[src/rtl/rename_map_table.sv]
// N-wide register rename map with per-branch checkpoints.
// Restores from a snapshot on mispredict or from the back RAT on flush.
module rename_map_table #(
    parameter int ARCH_REGS    = 32,
    parameter int PHY_WIDTH    = 6,
    parameter int RENAME_WIDTH = 2,
    parameter int NUM_CKPT     = 4,
    parameter int CKPT_W       = $clog2(NUM_CKPT)
) (
    input  logic                              clk,
    input  logic                              rst,
    input  logic                              flush,
    input  logic [PHY_WIDTH*ARCH_REGS-1:0]    back_rat,
    input  logic [RENAME_WIDTH-1:0]           rename_valid,
    output logic                              rename_ready,
    input  logic [5*RENAME_WIDTH-1:0]         rs1_arch,
    input  logic [5*RENAME_WIDTH-1:0]         rs2_arch,
    input  logic [5*RENAME_WIDTH-1:0]         rd_arch,
    input  logic [PHY_WIDTH*RENAME_WIDTH-1:0] rd_phy_new,
    input  logic [RENAME_WIDTH-1:0]           ckpt_req,
    output logic [PHY_WIDTH*RENAME_WIDTH-1:0] rs1_phy,
    output logic [PHY_WIDTH*RENAME_WIDTH-1:0] rs2_phy,
    output logic [PHY_WIDTH*RENAME_WIDTH-1:0] rd_phy_old,
    output logic [CKPT_W*RENAME_WIDTH-1:0]    ckpt_id,
    output logic                              ckpt_full,
    input  logic                              restore_valid,
    input  logic [CKPT_W-1:0]                 restore_id,
    input  logic                              release_valid,
    output logic [CKPT_W:0]                   ckpt_count
);

    localparam int AW = 5;
    localparam int PW = PHY_WIDTH;
    localparam int RW = RENAME_WIDTH;
    localparam int CW = CKPT_W;

    typedef logic [PW-1:0] tag_t;

    tag_t          map_q  [ARCH_REGS];
    tag_t          snap_q [NUM_CKPT][ARCH_REGS];
    tag_t          stage  [RW][ARCH_REGS];
    logic [CW-1:0] sid    [RW];
    logic [AW-1:0] rs1_a  [RW];
    logic [AW-1:0] rs2_a  [RW];
    logic [AW-1:0] rd_a   [RW];
    tag_t          new_t  [RW];

    logic [CW-1:0] head_q;
    logic [CW-1:0] tail_q;
    logic [CW:0]   count_q;
    logic [CW:0]   nreq;
    logic [CW+1:0] free_cnt;
    logic          rel;
    logic          accept;
    logic [CW-1:0] head_nx;
    logic [CW-1:0] rdist;

    // Unpack the per-slot fields of the flat port vectors.
    always_comb begin
        for (int k = 0; k < RW; k++) begin
            rs1_a[k] = rs1_arch[k*AW +: AW];
            rs2_a[k] = rs2_arch[k*AW +: AW];
            rd_a[k]  = rd_arch[k*AW +: AW];
            new_t[k] = rd_phy_new[k*PW +: PW];
        end
    end

    // Source and old-dest lookup with bypass from older slots of the group.
    always_comb begin : lookup
        tag_t t1;
        tag_t t2;
        tag_t to;
        rs1_phy    = '0;
        rs2_phy    = '0;
        rd_phy_old = '0;
        for (int k = 0; k < RW; k++) begin
            t1 = map_q[rs1_a[k]];
            t2 = map_q[rs2_a[k]];
            to = map_q[rd_a[k]];
            for (int j = 0; j < k; j++) begin
                if (rename_valid[j] && rd_a[j] != '0) begin
                    if (rd_a[j] == rs1_a[k]) t1 = new_t[j];
                    if (rd_a[j] == rs2_a[k]) t2 = new_t[j];
                    if (rd_a[j] == rd_a[k])  to = new_t[j];
                end
            end
            if (rs1_a[k] == '0) t1 = '0;
            if (rs2_a[k] == '0) t2 = '0;
            if (rd_a[k] == '0)  to = '0;
            rs1_phy[k*PW +: PW]    = t1;
            rs2_phy[k*PW +: PW]    = t2;
            rd_phy_old[k*PW +: PW] = to;
        end
    end

    // Map as seen after each slot, plus checkpoint id assignment.
    always_comb begin : staging
        tag_t          cur [ARCH_REGS];
        logic [CW-1:0] id;
        cur     = map_q;
        id      = tail_q;
        nreq    = '0;
        ckpt_id = '0;
        for (int k = 0; k < RW; k++) begin
            if (rename_valid[k] && rd_a[k] != '0) begin
                cur[rd_a[k]] = new_t[k];
            end
            stage[k]               = cur;
            sid[k]                 = id;
            ckpt_id[k*CW +: CW]    = id;
            if (rename_valid[k] && ckpt_req[k]) begin
                id   = id + 1'b1;
                nreq = nreq + 1'b1;
            end
        end
    end

    // Acceptance: whole group or nothing, gated by free checkpoints.
    always_comb begin
        rel      = release_valid && (count_q != '0);
        free_cnt = (CW+2)'(NUM_CKPT) - {1'b0, count_q}
                 + {{(CW+1){1'b0}}, rel};
        rename_ready = !flush && !restore_valid
                     && (free_cnt >= {1'b0, nreq});
        accept   = rename_ready;
        head_nx  = head_q + {{(CW-1){1'b0}}, rel};
        rdist    = restore_id - head_nx;
    end

    assign ckpt_count = count_q;
    assign ckpt_full  = (count_q == (CW+1)'(NUM_CKPT));

    // Map and checkpoint FIFO pointers: flush > restore > rename.
    always_ff @(posedge clk or posedge rst) begin
        if (rst) begin
            for (int i = 0; i < ARCH_REGS; i++) begin
                map_q[i] <= tag_t'(i);
            end
            head_q  <= '0;
            tail_q  <= '0;
            count_q <= '0;
        end else if (flush) begin
            for (int i = 0; i < ARCH_REGS; i++) begin
                map_q[i] <= back_rat[i*PW +: PW] & {PW{i != 0}};
            end
            head_q  <= '0;
            tail_q  <= '0;
            count_q <= '0;
        end else if (restore_valid) begin
            map_q   <= snap_q[restore_id];
            head_q  <= head_nx;
            tail_q  <= restore_id + 1'b1;
            count_q <= {1'b0, rdist} + 1'b1;
        end else begin
            head_q <= head_nx;
            if (accept) begin
                map_q   <= stage[RW-1];
                tail_q  <= tail_q + nreq[CW-1:0];
                count_q <= count_q - {{CW{1'b0}}, rel} + nreq;
            end else begin
                count_q <= count_q - {{CW{1'b0}}, rel};
            end
        end
    end

    // Snapshot storage needs no reset; only live entries are ever read.
    always_ff @(posedge clk) begin
        if (accept) begin
            for (int k = 0; k < RW; k++) begin
                if (rename_valid[k] && ckpt_req[k]) begin
                    snap_q[sid[k]] <= stage[k];
                end
            end
        end
    end

endmodule

[config.mk]
export PLATFORM = sky130hd
export DESIGN_NAME = rename_map_table
export DESIGN_NICKNAME = d
export VERILOG_FILES = /design/src/rtl/rename_map_table.sv
export SDC_FILE = /design/constraint.sdc
export NUM_CORES = 2
export LEC_CHECK = 0
export CORE_UTILIZATION = 49
export CTS_CLUSTER_DIAMETER = 60
export DETAILED_ROUTE_END_ITERATION = 8
export GPL_ROUTABILITY_DRIVEN = 0
export PLACE_DENSITY = 0.67
export SYNTH_ARGS = -nofsm -noshare
export SYNTH_HDL_FRONTEND = slang
export SYNTH_SLANG_ARGS = --single-unit
[constraint.sdc]
create_clock -name clk -period 17.8 [get_ports clk]
set_input_delay 1.78 -clock clk [delete_from_list [all_inputs] [get_ports clk]]
set_output_delay 1.78 -clock clk [all_outputs]
set_load 0.05 [all_outputs]
==> summary.md <==
| Metric | Value |
|---|---|
| Outcome | `finished, violations left` |
| Failing checks | `DRC` |
| Leading area contributor after synthesis | `edfxtp_1` |
| Slew margin rel. | `7.47%` |
| Inst Count DP | `between 7000 and 8000` |
| P_int | `0.00479 W` |
| Syn nets | `roughly 6100` |
| Crit. End Element | `output port` |
| Met3 usage | `15.6%` |
| GR peak layer | `met2` |
| DR DRC count | `10` |
| Core Area | `126000 µm²` |
| Type of origin of the critical path | `input port` |
| H-tree depth | `3` |
| Number of max-cap violations | `0` |
| FF+latch area | `28100 µm²` |
| # IOs | `290` |
| Main synth FF type | `edfxtp_1` |
| Most common cell after layout, fill and taps aside | `a21oi_1` |
| Tmin final | `8730 ps` |
| Crit Path Category | `input port to output port` |
| Leak | `roughly 22 nW` |
| WL/cell | `34.2 µm` |
| Fillers | `approximately 11000` |
| First-pass GRT wire length | `approximately 360000 µm` |
| Overflow after GRT | `0` |
| Post-DRT Antenna Nets | `0` |
| Met2 Use GR | `roughly 54%` |
| DIE HEIGHT | `between 300 and 400 µm` |
| Synth warnings | `0` |
| Max Freq | `roughly 110 MHz` |
| Synthesis-stage register bit count | `~970` |
| Total Negative Setup Slacks | `0 ps` |
| Number of global-route vias before repair | `between 50000 and 60000` |
| VDD IR max | `88.5 µV` |
| CTS root buf | `clkbuf_16` |
| Critical path required time | `between 15000 and 20000 ps` |
| # port buffers | `about 280` |
| Setup violators final | `0` |
| Sequential power share | `~42%` |
| Clk buf depth | `3` |
| Clock Pin Slew Worst Setup and Hold Paths | `about 60 ps` |
| Hold Vio Cnt, Final | `0` |
| Met1 Track Usage GR | `around half` |
| Post-synth design cell area | `between 60000 and 70000 µm²` |
| NumNets Final | `5907` |
| Number of distinct library cells after synthesis | `63` |
| Post-synth EDFFs | `approximately 770` |
| Asr flop ratio synth | `20.6%` |
| Main area contributors after synthesis | `edfxtp_1, mux4_2, a21oi_1` |
| Die width | `around 360 µm` |
| Num CTS Buffers | `between 100 and 150` |
| Starting Density | `49.3%` |
| CP max FO | `25` |
| 1st-pass router iterations | `9` |
| Switching part of the total power | `33.3%` |
| Total wire length | `~250000 µm` |
| Clk Latency, worst-skew pair | `750 ps` |
| RSZ-0062 raised after global routing | `false` |
| Post-Synthesis Cells | `slightly below 6000` |
| Post-Syn Area per Cell | `approximately 11 µm²` |
| Vias per std cell | `about 7.4` |
| Synth top area share | `between 30% and 40%` |
| Final Max Slew Viols | `0` |
| GRT Total Usage | `between 30% and 40%` |
| Cell row count | `between 100 and 150` |
| Vias | `~55000` |
| CTS sink cnt | `between 900 and 1000` |
| Worst Tran Pin Value | `roughly 1400 ps` |
| Multi-input gate area | `31200 µm²` |
| Clk_skew | `between 40 and 50 ps` |
| Worst EP arrival | `6950 ps` |
| Largest net degree at the start of global routing | `between 150 and 200` |
| Seq/Total Area, Yosys | `a little under half` |
| Clock share of power | `32.7%` |
| Postcts setup bufs | `0` |
| Combinational Power Share | `25.0%` |
| Starting DRT DRC Count | `9713` |
| Syn-to-layout area delta | `11.3%` |
| Most frequent cells in the layout | `a21oi_1, edfxtp_1, nor2_1` |
| # resized after CTS | `0` |
| Final Non-Filler Cells | `7406` |
| Share of cells above drive strength 1 | `between 15 and 20%` |
| Period utilization | `between 40% and 50%` |
| Post-cts hold buffer count | `0` |
| Switching power | `0.00239 W` |
| DP HPWL | `between 150000 and 200000 µm` |
| Pwr dens | `approximately 100 nW/µm²` |
| CTS tree | `built` |
| Die area | `around 130000 µm²` |
| Hold crit path type | `register to register` |
| Initial antenna violation count | `19` |
[layer usage]
layer	part of all wire (%)	vias up
met3	18	1136
met2	41	5304
met5	0.11	-
met1	33	26561
met4	7.7	22
li1	-	22057
[through the flow]
step	hold slack, ps	worst slack, ps	power, W	util [%]	instance area, µm²
6_report	544	9070	0.00718	54.9	69000
5_1_grt	562	9210	0.00733	54.9	68900
4_1_cts	534	9300	0.00707	54.9	68900
3_5_place_dp	527	9350	0.00477	51.9	65200
3_3_place_gp	517	9360	0.00472	51.9	65200
2_1_floorplan	481	9080	0.00409	-	61900
[cells by family after synthesis]
family          synth area share (%)
simple gates                    14.0
buf+inv                         4.46
xor+xnor                       0.325
compound gates                  15.4
flops                           45.4
fa+ha+maj                      0.355
mux                             19.9
[cell usage after synthesis (11+ instances only)]
cell / count
a311oi_1: 43
or2_2: 22
mux2i_1: 91
buf_2: 90
nand3_1: 171
a211oi_1: 45
nor2_1: 616
dfstp_2: 80
ha_1: 16
clkbuf_1: 527
nor3_1: 460
buf_1: 47
a22o_1: 85
dfrtp_1: 119
o21a_1: 13
o31ai_1: 111
nor2b_1: 11
a21oi_1: 815
a221o_1: 75
a31oi_1: 117
o21ai_0: 216
xor2_1: 14
nand2b_1: 15
mux4_2: 504
edfxtp_1: 768
inv_1: 38
o22ai_1: 25
nand2_1: 371
and2_1: 163
[state kept, by name (all words and copies together) (netlist names)]
name,cells
tail_q,2
map_q,192
head_q,2
ckpt_count,3
snap_q,768
[area by class of cell]
type                       count  share of cell area, %
timing repair buffer         405                   5.36
sequential                   967                   40.8
clock inverter                46                  0.780
inverter                      38                  0.227
clock buffer                 164                   4.57
antenna                       13                 0.0472
multi-input combinational   4123                   45.2
tap                         1650                   2.99
[critical path, stage by stage]
cell and delay, ps:
clkdlybuf4s50_1 930, and2_1 430, ha_1 340, ha_1 330
a21bo_2 240, o211a_4 240, nor3_2 970, buf_4 720
clkdlybuf4s50_1 940
[final timing paths]
check	from	endpoint	slack (ps)	cells past startpoint
min in group asynchronous	rst	map_q[37]	1620	2
setup reg to reg	ckpt_count[2]	snap_q[1][81]	11550	12
hold / removal	map_q[34]	map_q[34]	540	2
setup / recovery	rename_valid[1]	rename_ready	9070	9
hold reg to reg	map_q[34]	map_q[34]	540	2
max in group asynchronous	rst	map_q[113]	13860	4
[power groups by stage]
| stage | sequential, W | combinational (W) | clock (W) |
|---|---|---|---|
| 2_1_floorplan | 0.00287 | 0.00121 | 0 |
| 3_3_place_gp | 0.00303 | 0.00169 | 0 |
| 3_5_place_dp | 0.00304 | 0.00172 | 0 |
| 4_1_cts | 0.00300 | 0.00173 | 0.00234 |
| 5_1_grt | 0.00303 | 0.00188 | 0.00242 |
| 6_report | 0.00304 | 0.00180 | 0.00235 |
(Power assumes the default switching activity.)
